--- config.mk ---
export PLATFORM = sky130hd
export DESIGN_NAME = ram_block_ctrl
export DESIGN_NICKNAME = d
export VERILOG_FILES = /design/src/rtl/ram_pkg.sv /design/src/rtl/ram_rd_pipe.sv /design/src/rtl/ram_block_ctrl.sv
export SDC_FILE = /design/constraint.sdc
export NUM_CORES = 1
export LEC_CHECK = 0
export CORE_ASPECT_RATIO = 1.2
export CORE_UTILIZATION = 52
export CTS_CLUSTER_DIAMETER = 50
export DETAILED_ROUTE_END_ITERATION = 8
export PLACE_DENSITY_LB_ADDON = 0.05
export SETUP_SLACK_MARGIN = 0.1
export SLEW_MARGIN = 10
export SYNTH_ARGS = -nofsm -noshare
export SYNTH_HDL_FRONTEND = slang
export SYNTH_SLANG_ARGS = --single-unit
--- constraint.sdc ---
create_clock -name clk -period 25.5 [get_ports clk]
set_input_delay 5.1 -clock clk [delete_from_list [all_inputs] [get_ports clk]]
set_output_delay 5.1 -clock clk [all_outputs]
set_load 0.02 [all_outputs]
--- src/rtl/ram_pkg.sv ---
// ram_pkg: shared definitions for the cache-block BRAM controller.
//   state_t          - controller FSM states
//   DEF_*            - default values for the controller parameters
package ram_pkg;

  localparam int DEF_WORD_W      = 32;
  localparam int DEF_BLOCK_WORDS = 8;
  localparam int DEF_ADDR_W      = 11;
  localparam int DEF_RD_LAT      = 1;

  typedef enum logic [1:0] {
    ST_IDLE,
    ST_ISSUE,
    ST_DRAIN,
    ST_DONE
  } state_t;

endpackage

--- src/rtl/ram_rd_pipe.sv ---
// ram_rd_pipe: RD_LAT-deep delay line that tracks outstanding BRAM reads.
// A read issued with word index k in cycle c appears on out_valid/out_idx in
// cycle c+RD_LAT, which is exactly when the BRAM returns that word.
//   clk, rst   - clock, asynchronous active-high reset
//   in_valid   - a read word address is being issued this cycle
//   in_idx     - word index of that read
//   out_valid  - the BRAM output word is valid this cycle
//   out_idx    - block word index the BRAM output belongs to
module ram_rd_pipe
  import ram_pkg::*;
#(
  parameter int IDX_W  = 3,
  parameter int RD_LAT = DEF_RD_LAT
) (
  input  logic             clk,
  input  logic             rst,
  input  logic             in_valid,
  input  logic [IDX_W-1:0] in_idx,
  output logic             out_valid,
  output logic [IDX_W-1:0] out_idx
);

  logic [RD_LAT-1:0]            vld;
  logic [RD_LAT-1:0][IDX_W-1:0] idx_sr;

  // Valid bits are reset so an aborted read can never be captured later.
  always_ff @(posedge clk or posedge rst) begin
    if (rst) begin
      vld <= '0;
    end else begin
      vld[0] <= in_valid;
      for (int i = 1; i < RD_LAT; i++) begin
        vld[i] <= vld[i-1];
      end
    end
  end

  // Index stages are only qualified by vld, so they carry no reset.
  always_ff @(posedge clk) begin
    idx_sr[0] <= in_idx;
    for (int i = 1; i < RD_LAT; i++) begin
      idx_sr[i] <= idx_sr[i-1];
    end
  end

  assign out_valid = vld[RD_LAT-1];
  assign out_idx   = idx_sr[RD_LAT-1];

endmodule

--- src/rtl/ram_block_ctrl.sv ---
// ram_block_ctrl: moves whole cache blocks between a requester and a
// single-port word-wide BRAM. A request is latched in IDLE, then one word
// address is issued per cycle in ascending order; reads wait RD_LAT cycles
// for the last word before the assembled block is published on rdata.
//   clk, rst            - clock, asynchronous active-high reset
//   req/req_we          - block request (sampled when req_ready), 1=write
//   req_addr/req_wdata  - block address and block write data
//   req_ready           - idle; a request is accepted this cycle if req=1
//   done                - one-cycle completion pulse
//   rdata               - last block read (word k at [k*WORD_W +: WORD_W])
//   bram_en/bram_we     - BRAM enable / write enable
//   bram_addr/bram_din  - BRAM word address {block, index} / write word
//   bram_dout           - BRAM read word, valid RD_LAT cycles after address
module ram_block_ctrl
  import ram_pkg::*;
#(
  parameter  int WORD_W      = DEF_WORD_W,
  parameter  int BLOCK_WORDS = DEF_BLOCK_WORDS,
  parameter  int ADDR_W      = DEF_ADDR_W,
  parameter  int RD_LAT      = DEF_RD_LAT,
  localparam int IDX_W       = $clog2(BLOCK_WORDS),
  localparam int BLK_W       = WORD_W * BLOCK_WORDS
) (
  input  logic                    clk,
  input  logic                    rst,
  input  logic                    req,
  input  logic                    req_we,
  input  logic [ADDR_W-1:0]       req_addr,
  input  logic [BLK_W-1:0]        req_wdata,
  output logic                    req_ready,
  output logic                    done,
  output logic [BLK_W-1:0]        rdata,
  output logic                    bram_en,
  output logic                    bram_we,
  output logic [ADDR_W+IDX_W-1:0] bram_addr,
  output logic [WORD_W-1:0]       bram_din,
  input  logic [WORD_W-1:0]       bram_dout
);

  localparam logic [IDX_W-1:0] LAST_IDX = IDX_W'(BLOCK_WORDS - 1);

  typedef logic [BLOCK_WORDS-1:0][WORD_W-1:0] block_t;

  state_t            state, state_next;
  logic [IDX_W-1:0]  idx;
  logic              we_q;
  logic [ADDR_W-1:0] addr_q;
  block_t            wdata_q;
  block_t            rbuf, rbuf_next;
  block_t            rdata_q;
  logic              accept;
  logic              last_word;
  logic              cap_valid;
  logic [IDX_W-1:0]  cap_idx;

  assign accept    = (state == ST_IDLE) && req;
  assign last_word = (idx == LAST_IDX);

  // ---------------- FSM: state register ----------------
  always_ff @(posedge clk or posedge rst) begin
    if (rst) state <= ST_IDLE;
    else     state <= state_next;
  end

  // ---------------- FSM: next state ----------------
  // NOTE: combinational blocks use blocking '=' and assign a default first,
  // so every path drives every output and no latch is inferred.
  always_comb begin
    state_next = state;
    unique case (state)
      ST_IDLE:  if (req) state_next = ST_ISSUE;
      ST_ISSUE: if (last_word) state_next = we_q ? ST_DONE : ST_DRAIN;
      // The read pipe reports the last word exactly RD_LAT cycles after it
      // was issued, which is what bounds the drain.
      ST_DRAIN: if (cap_valid && cap_idx == LAST_IDX) state_next = ST_DONE;
      ST_DONE:  state_next = ST_IDLE;
      default:  state_next = ST_IDLE;
    endcase
  end

  // ---------------- FSM: outputs ----------------
  always_comb begin
    req_ready = 1'b0;
    done      = 1'b0;
    bram_en   = 1'b0;
    bram_we   = 1'b0;
    unique case (state)
      ST_IDLE:  req_ready = 1'b1;
      ST_ISSUE: begin
        bram_en = 1'b1;
        bram_we = we_q;
      end
      ST_DRAIN: ;
      ST_DONE:  done = 1'b1;
      default:  ;
    endcase
  end

  assign bram_addr = {addr_q, idx};
  assign bram_din  = wdata_q[idx];
  assign rdata     = rdata_q;

  // ---------------- request latch, word index, published block ----------------
  // NOTE: sequential state uses non-blocking '<=' so all registers update
  // from the same pre-edge values.
  always_ff @(posedge clk or posedge rst) begin
    if (rst) begin
      idx     <= '0;
      we_q    <= 1'b0;
      addr_q  <= '0;
      wdata_q <= '0;
      rdata_q <= '0;
    end else begin
      if (accept) begin
        we_q    <= req_we;
        addr_q  <= req_addr;
        wdata_q <= req_wdata;
        idx     <= '0;
      end else if (state == ST_ISSUE && !last_word) begin
        // Holds at the last index instead of wrapping; cleared on accept.
        idx <= idx + 1'b1;
      end
      // The final word lands in the same edge that enters DONE, so publish
      // the merged view rather than the buffer register.
      if (state == ST_DRAIN && state_next == ST_DONE) begin
        rdata_q <= rbuf_next;
      end
    end
  end

  // ---------------- read capture ----------------
  ram_rd_pipe #(
    .IDX_W  (IDX_W),
    .RD_LAT (RD_LAT)
  ) u_rd_pipe (
    .clk       (clk),
    .rst       (rst),
    .in_valid  (state == ST_ISSUE && !we_q),
    .in_idx    (idx),
    .out_valid (cap_valid),
    .out_idx   (cap_idx)
  );

  always_comb begin
    rbuf_next = rbuf;
    if (cap_valid) rbuf_next[cap_idx] = bram_dout;
  end

  // NOTE: the capture buffer is storage, not control: it has no reset. Every
  // word is rewritten by a read before the buffer is ever published.
  always_ff @(posedge clk) begin
    rbuf <= rbuf_next;
  end

endmodule

==> impl_metrics.sql, run 1 <==
INSERT INTO impl_metrics (metric_group, metric, value, unit) VALUES
('clock_network', 'hold_buffers', '0', ''),
('finish', 'final_core_util', '68.9', '%'),
('drt', 'total_vias_in_the_final_route', '17300', ''),
('timing', 'fin_worst_skew', '16.4', 'ps'),
('synthesis', 'postSynthRegisterBits', '789', ''),
('timing', 'number_of_endpoints_with_negative_hold_slack_in_the_final_report', '0', ''),
('timing', 'fmax', '113', 'MHz'),
('critical_path', 'worst_setup_path_end_kind', 'output port', ''),
('synthesis', 'synth.area.top_cells', 'dfrtp_1 43%, dfxtp_1 17%, mux2_1 13%', ''),
('critical_path', 'worst_path_max_delay_cell', 'dfrtp_4', ''),
('timing', 'rsz0062_at_grt', 'false', ''),
('synthesis', 'synthesis.area', '0.0309', 'mm2'),
('min_path', 'worstHoldPathType', 'flop to flop', ''),
('floorplan', 'die_height', '269', 'um'),
('timing', 'tightestPinTransition', '1180', 'ps'),
('floorplan', 'initial_core_util', '52.7', '%'),
('synthesis', 'ys_async_sr_fraction', '67.2', '%'),
('finish', 'layout-area-overhead-vs-synth', '30.6', '%'),
('critical_path', 'critPathLaunchType', 'flop', ''),
('synthesis', 'post_synth_inst_count', '1806', ''),
('clock_network', 'cts_buffers', '81', ''),
('critical_path', 'crit_family', 'buffers and inverters', ''),
('grt', 'initial_antenna_violation_count', '30', ''),
('critical_path', 'critPathMaxStageDelay', '840', 'ps'),
('timing', 'final.min_clock_period', '8830', 'ps'),
('drt', 'wl_final', '77500', 'um'),
('finish', 'post-route-cell-area', '0.0404', 'mm2'),
('clock_network', 'cts_tree', 'built', ''),
('synthesis', 'post_synth_num_cell_types', '29', ''),
('clock_network', 'clkLatencyLatePin', '610', 'ps'),
('floorplan', 'die_w', '225', 'um'),
('synthesis', 'postSynthNetCount', '2111', ''),
('synthesis', 'synth-seq-area-share', '59.7', '%'),
('finish', 'area.sequential', '0.0185', 'mm2'),
('drt', 'antenna_violating_nets_post_route', '0', ''),
('place', 'weighted_congestion_reported_at_the_end_of_routability_driven_placement', '0.814', ''),
('drt', 'drc', '0', ''),
('synthesis', 'synth.top_cell.area_share', '42.9', '%'),
('clock_network', 'clk_transition_reported_paths', '60', 'ps'),
('critical_path', 'timing.critical_path.cells', 'buf_4, mux4_2, mux2_2, clkdlybuf4s50_1', ''),
('clock_network', 'maximum_buffer_depth_of_the_clock_tree', '3', ''),
('synthesis', 'number_of_flops_mapped_to_enable_cells_by_yosys', '0', ''),
('drt', 'detail_route.first_pass.iterations', '4', ''),
('place', 'buffer_ports.inserted', '608', ''),
('clock_network', 'post_cts.resized_instances', '0', ''),
('outcome', 'status', 'completed', ''),
('timing', 'report.final.setup_viol', '0', ''),
('synthesis', 'synthesis.area_per_instance', '17.1', 'um2'),
('grt', 'maximum_number_of_pins_on_one_net_before_global_route_repair', '191', ''),
('finish', 'drive_gt1_share', '27.9', '%'),
('drt', 'route.detailed.vias_per_inst', '5.29', ''),
('clock_network', 'post-cts-setup-buffer-count', '0', ''),
('timing', 'max-slew-margin-rel', '21.6', '%'),
('floorplan', 'top_ports', '609', ''),
('critical_path', 'crit_arrival', '3730', 'ps'),
('synthesis', 'synth-main-ff-cell', 'dfrtp_1', ''),
('critical_path', 'critical_path_class', 'flop to output port', ''),
('critical_path', 'worst-path-max-fanout', '37', ''),
('synthesis', 'yosysWarningCount', '0', ''),
('clock_network', 'cts.htree.levels', '3', ''),
('timing', 'setup_total_negative_slack', '0', 'ps'),
('clock_network', 'clockRootBuffer', 'clkbuf_16', ''),
('synthesis', 'synth_area_leader_cell', 'dfrtp_1', ''),
('critical_path', 'critical_path_buf_inv_count', '2', ''),
('grt', 'grt_pass1_wl', '118000', 'um'),
('finish', 'number_of_filler_cells_placed_in_the_layout', '4097', ''),
('grt', 'gr-total-overflow', '0', ''),
('critical_path', 'worst-endpoint-required', '20400', 'ps'),
('finish', 'num-nets-final', '2712', ''),
('timing', 'post_route_clock_period_utilization', '34.6', '%'),
('grt', 'vias_in_the_first_global_route', '19100', '');
## worst reg2reg max path, delay by kind of cell (launching register included)
kind | cells | cell delay, ps
buf+inv | 2 | 1680
simple gates | 2 | 1160
flops | 1 | 450
mux | 1 | 590
## kinds of logic after synthesis
group,count (synthesis),synth area share [%]
xor+xnor,1,0.0283
compound gates,4,0.0971
simple gates,22,0.579
mux,877,37.2
fa+ha+maj,2,0.0809
flops,789,59.7
buf+inv,111,2.36
## sequential cells by signal (all words and copies together), names as in the netlist
register	flops
rbuf	256
rdata	256
wdata_q	256
addr_q	11
idx	3
u_rd_pipe.out_idx	3
state	2
u_rd_pipe.out_valid	1
we_q	1
## final cells by class
class                           instances  share of cell area, %
Antenna cell                           12                 0.0744
Clock inverter                         35                   1.17
Inverter                                2                 0.0372
Tap cell                              792                   2.46
Timing Repair Buffer                  627                   15.5
Multi-Input combinational cell        906                   29.2
Clock buffer                          114                   5.81
Sequential cell                       789                   45.7
## through the flow
| step | instances | worst slack, ps | hold WS (ps) | power, W |
|---|---|---|---|---|
| floorplan | 1806 | 5590 | 426 | 0.00294 |
| global placement | 3116 | 16300 | 433 | 0.00345 |
| detailed placement | 3116 | 16270 | 438 | 0.00352 |
| CTS | 3265 | 16460 | 453 | 0.00478 |
| global route | 3273 | 16360 | 468 | 0.00496 |
| finish | 3277 | 16670 | 453 | 0.00472 |
## worst paths after layout
kind,slack (ps),depth (start not counted),end,startpoint
setup / recovery,16670,4,bram_din[0],idx[0]
hold / removal,450,1,rbuf[21],rbuf[21]
setup reg to reg,21500,5,rdata[5],u_rd_pipe.out_idx[2]
hold reg to reg,450,1,rbuf[21],rbuf[21]
max in group asynchronous,17180,5,rdata[7],rst
min in group asynchronous,5080,2,we_q,rst
## power by group
part / leakage (nW) / internal (W) / switching (W)
combinational: 7.60 / 0.000866 / 0.000642
sequential: 8.71 / 0.00174 / 0.000242
clock: 1.37 / 0.000746 / 0.000492
total: 17.7 / 0.00335 / 0.00138
## placed cells by master, fill, tap and decap left out, drive strengths merged, types with 3 or more instances in the layout
cell           count
clkinv            16
nor2b              3
dfxtp            259
bufinv            10
clkdlybuf4s50    608
nor2               3
clkbuf           114
inv                5
dfrtp            530
diode             12
mux4              64
buf               19
clkinvlp           6
nor4bb             3
nand4b             3
mux2             812
## Yosys cell counts (all sizes together), types with 2 or more instances
cell      n
nand2     2
clkbuf   11
dfrtp   530
nand4b    3
mux2    812
nor2b     3
nor4bb    3
and2      2
dfxtp   259
a22o      2
buf      98
ha        2
nor2      3
mux4     64
nor3b     2
inv       2
## routing by layer
| metal | vias to the layer above | routed length, um | track usage [%] | part of all wire, % |
|---|---|---|---|---|
| li1 | 7720 | - | - | - |
| met5 | - | 231 | 0 | 0.30 |
| met4 | 36 | 1560 | 7.54 | 2.0 |
| met2 | 435 | 40100 | 45.4 | 52 |
| met1 | 9037 | 29900 | 30.2 | 39 |
| met3 | 120 | 5710 | 8.36 | 7.4 |
Power figures use the tool's default switching activity.
==> inputs of run 2 (changes only) <==
--- a/config.mk
+++ b/config.mk
@@ -6,7 +6,7 @@
 export NUM_CORES = 1
 export LEC_CHECK = 0
 export CORE_ASPECT_RATIO = 1.2
-export CORE_UTILIZATION = 52
+export CORE_UTILIZATION = 47
 export CTS_CLUSTER_DIAMETER = 50
 export DETAILED_ROUTE_END_ITERATION = 8
 export PLACE_DENSITY_LB_ADDON = 0.05
==> constraint.sdc (replaced) <==
create_clock -name clk -period 7.9 [get_ports clk]
set_input_delay 1.58 -clock clk [delete_from_list [all_inputs] [get_ports clk]]
set_output_delay 1.58 -clock clk [all_outputs]
set_load 0.02 [all_outputs]
==> run 2 against run 1 <==
Wire length rose by 3.0%. Largest cell class unchanged. Critical path depth did not move. Critical path type unchanged. Register-to-register slack got worse by 16000 ps. Via count rose by 1.1%.
==> impl_metrics.sql, run 2 (synthesis gave the netlist of run 1 again) <==
INSERT INTO impl_metrics (metric_group, metric, value, unit) VALUES
('power_and_ir_drop', 'total_leakage_power', '17.7', 'nW'),
('critical_path', 'critical_path_class', 'flop to output port', ''),
('timing', 'report.final.setup_viol', '0', ''),
('clock_network', 'clockRootBuffer', 'clkbuf_16', ''),
('critical_path', 'timing.critical_path.cells', 'buf_4, mux4_2, mux2_2, clkdlybuf4s50_1', ''),
('grt', 'vias_in_the_first_global_route', '19200', ''),
('place', 'weighted_congestion_reported_at_the_end_of_routability_driven_placement', '0.817', ''),
('floorplan', 'initial_core_util', '47.7', '%'),
('grt', 'overall_fraction_of_global_route_tracks_in_use', '24.3', '%'),
('floorplan', 'die_area', '0.0668', 'mm2'),
('critical_path', 'worst-endpoint-required', '6320', 'ps'),
('timing', 'max-slew-margin-rel', '22.7', '%'),
('place', 'placed_cell_area', '0.0376', 'mm2'),
('finish', 'layout_commonest_cell', 'clkdlybuf4s50_1', ''),
('floorplan', 'core.rowCount', '102', ''),
('critical_path', 'worst_path_max_delay_cell', 'buf_4', ''),
('min_path', 'worstHoldPathType', 'flop to flop', ''),
('finish', 'num-nets-final', '2718', ''),
('critical_path', 'critPathLaunchType', 'flop', ''),
('critical_path', 'critical_path_buf_inv_count', '2', ''),
('finish', 'layout_common_cells', '608 x clkdlybuf4s50_1, 527 x dfrtp_1, 348 x mux2_1, 259 x dfxtp_1, 240 x mux2_4', ''),
('place', 'buffer_ports.inserted', '608', ''),
('timing', 'final.min_clock_period', '5320', 'ps'),
('place', 'dpl_wire_length', '54900', 'um'),
('finish', 'post-route-cell-area', '0.0404', 'mm2'),
('drt', 'total_vias_in_the_final_route', '17500', ''),
('drt', 'detail_route.iter0.violations', '654', ''),
('clock_network', 'cts_tree', 'built', ''),
('clock_network', 'clk_transition_reported_paths', '60', 'ps'),
('clock_network', 'post_cts.resized_instances', '0', ''),
('drt', 'route.detailed.vias_per_inst', '5.26', ''),
('critical_path', 'crit_arrival', '3740', 'ps'),
('grt', 'gr-total-overflow', '0', ''),
('timing', 'number_of_endpoints_with_negative_hold_slack_in_the_final_report', '0', ''),
('drt', 'antenna_violating_nets_post_route', '0', ''),
('critical_path', 'worst_setup_path_end_kind', 'output port', ''),
('timing', 'rsz0062_at_grt', 'false', ''),
('clock_network', 'hold_buffers', '0', ''),
('drt', 'wl_final', '79900', 'um'),
('critical_path', 'worst-path-max-fanout', '47', ''),
('drt', 'routedWlPerCell', '24.0', 'um'),
('critical_path', 'critPathMaxStageDelay', '800', 'ps'),
('finish', 'final_core_util', '62.3', '%'),
('power_and_ir_drop', 'irDropWorstVdd', '0.000271', 'V'),
('floorplan', 'die_height', '283', 'um'),
('power_and_ir_drop', 'final_total_power', '0.0151', 'W'),
('grt', 'maximum_number_of_pins_on_one_net_before_global_route_repair', '163', ''),
('floorplan', 'top_ports', '609', ''),
('floorplan', 'die_w', '236', 'um'),
('timing', 'finalMaxSlewViolations', '0', ''),
('clock_network', 'numClockSinks', '789', ''),
('power_and_ir_drop', 'pwr_density_cell', '375', 'mW/mm2'),
('timing', 'fin_hold_ws', '381', 'ps'),
('floorplan', 'core', '0.0648', 'mm2'),
('clock_network', 'post-cts-setup-buffer-count', '0', ''),
('timing', 'tightestPinTransition', '1160', 'ps'),
('timing', 'post_route_clock_period_utilization', '67.3', '%'),
('drt', 'detail_route.first_pass.iterations', '4', ''),
('clock_network', 'cts.htree.levels', '3', ''),
('clock_network', 'cts_buffers', '83', ''),
('timing', 'fin_worst_skew', '17.7', 'ps'),
('clock_network', 'clkLatencyLatePin', '620', 'ps'),
('run', 'maxCapViolCount', '0', ''),
('drt', 'drc', '0', ''),
('grt', 'grt_pass1_wl', '122000', 'um'),
('critical_path', 'crit_family', 'buffers and inverters', ''),
('finish', 'layout-area-overhead-vs-synth', '30.7', '%'),
('timing', 'fmax', '188', 'MHz'),
('clock_network', 'maximum_buffer_depth_of_the_clock_tree', '3', ''),
('finish', 'drive_gt1_share', '27.9', '%'),
('outcome', 'status', 'completed', ''),
('grt', 'initial_antenna_violation_count', '33', '');
## run 2: layout make-up
cell class                      count  area [um2]
Tap cell                          832        1040
Multi-Input combinational cell    906       11800
Inverter                            2        11.3
Antenna cell                       18        45.0
Sequential cell                   789       18500
Clock inverter                     26         264
Timing Repair Buffer              631        6320
Fill cell                        4880       24400
Clock buffer                      129        2480
## run 2: report_power, final
part	internal, W	total, W	switching [W]
clock network	0.00227	0.00387	0.00160
logic	0.00280	0.00494	0.00214
registers	0.00561	0.00633	0.000727
total	0.0107	0.0151	0.00447
## run 2: final timing paths
kind / from / endpoint / slack (ps) / cells past startpoint
max in group asynchronous: rst / rdata[159] / 5050 / 4
setup / recovery: idx[0] / bram_din[28] / 2580 / 4
min in group asynchronous: rst / rdata[243] / 1510 / 3
hold / removal: idx[1] / u_rd_pipe.out_idx[1] / 380 / 0
setup reg to reg: u_rd_pipe.out_idx[1] / rdata[79] / 5010 / 4
hold reg to reg: idx[1] / u_rd_pipe.out_idx[1] / 380 / 0
## run 2: routing by layer
| layer | share of wire [%] | global-route usage, % | wire length (um) |
|---|---|---|---|
| met5 | 0.29 | 0 | 228 |
| met2 | 50 | 40.6 | 39500 |
| met4 | 3.7 | 10.2 | 2980 |
| met3 | 7.2 | 7.56 | 5740 |
| met1 | 39 | 28.8 | 31400 |
## run 2: through the flow
step / TNS (ps) / cells / setup WS, ps
after floorplan: -468570 / 1806 / -884
after global placement: 0 / 3160 / 3170
after detailed placement: 0 / 3160 / 3120
after CTS: 0 / 3315 / 2440
after global routing: 0 / 3329 / 2320
final: 0 / 3333 / 2580
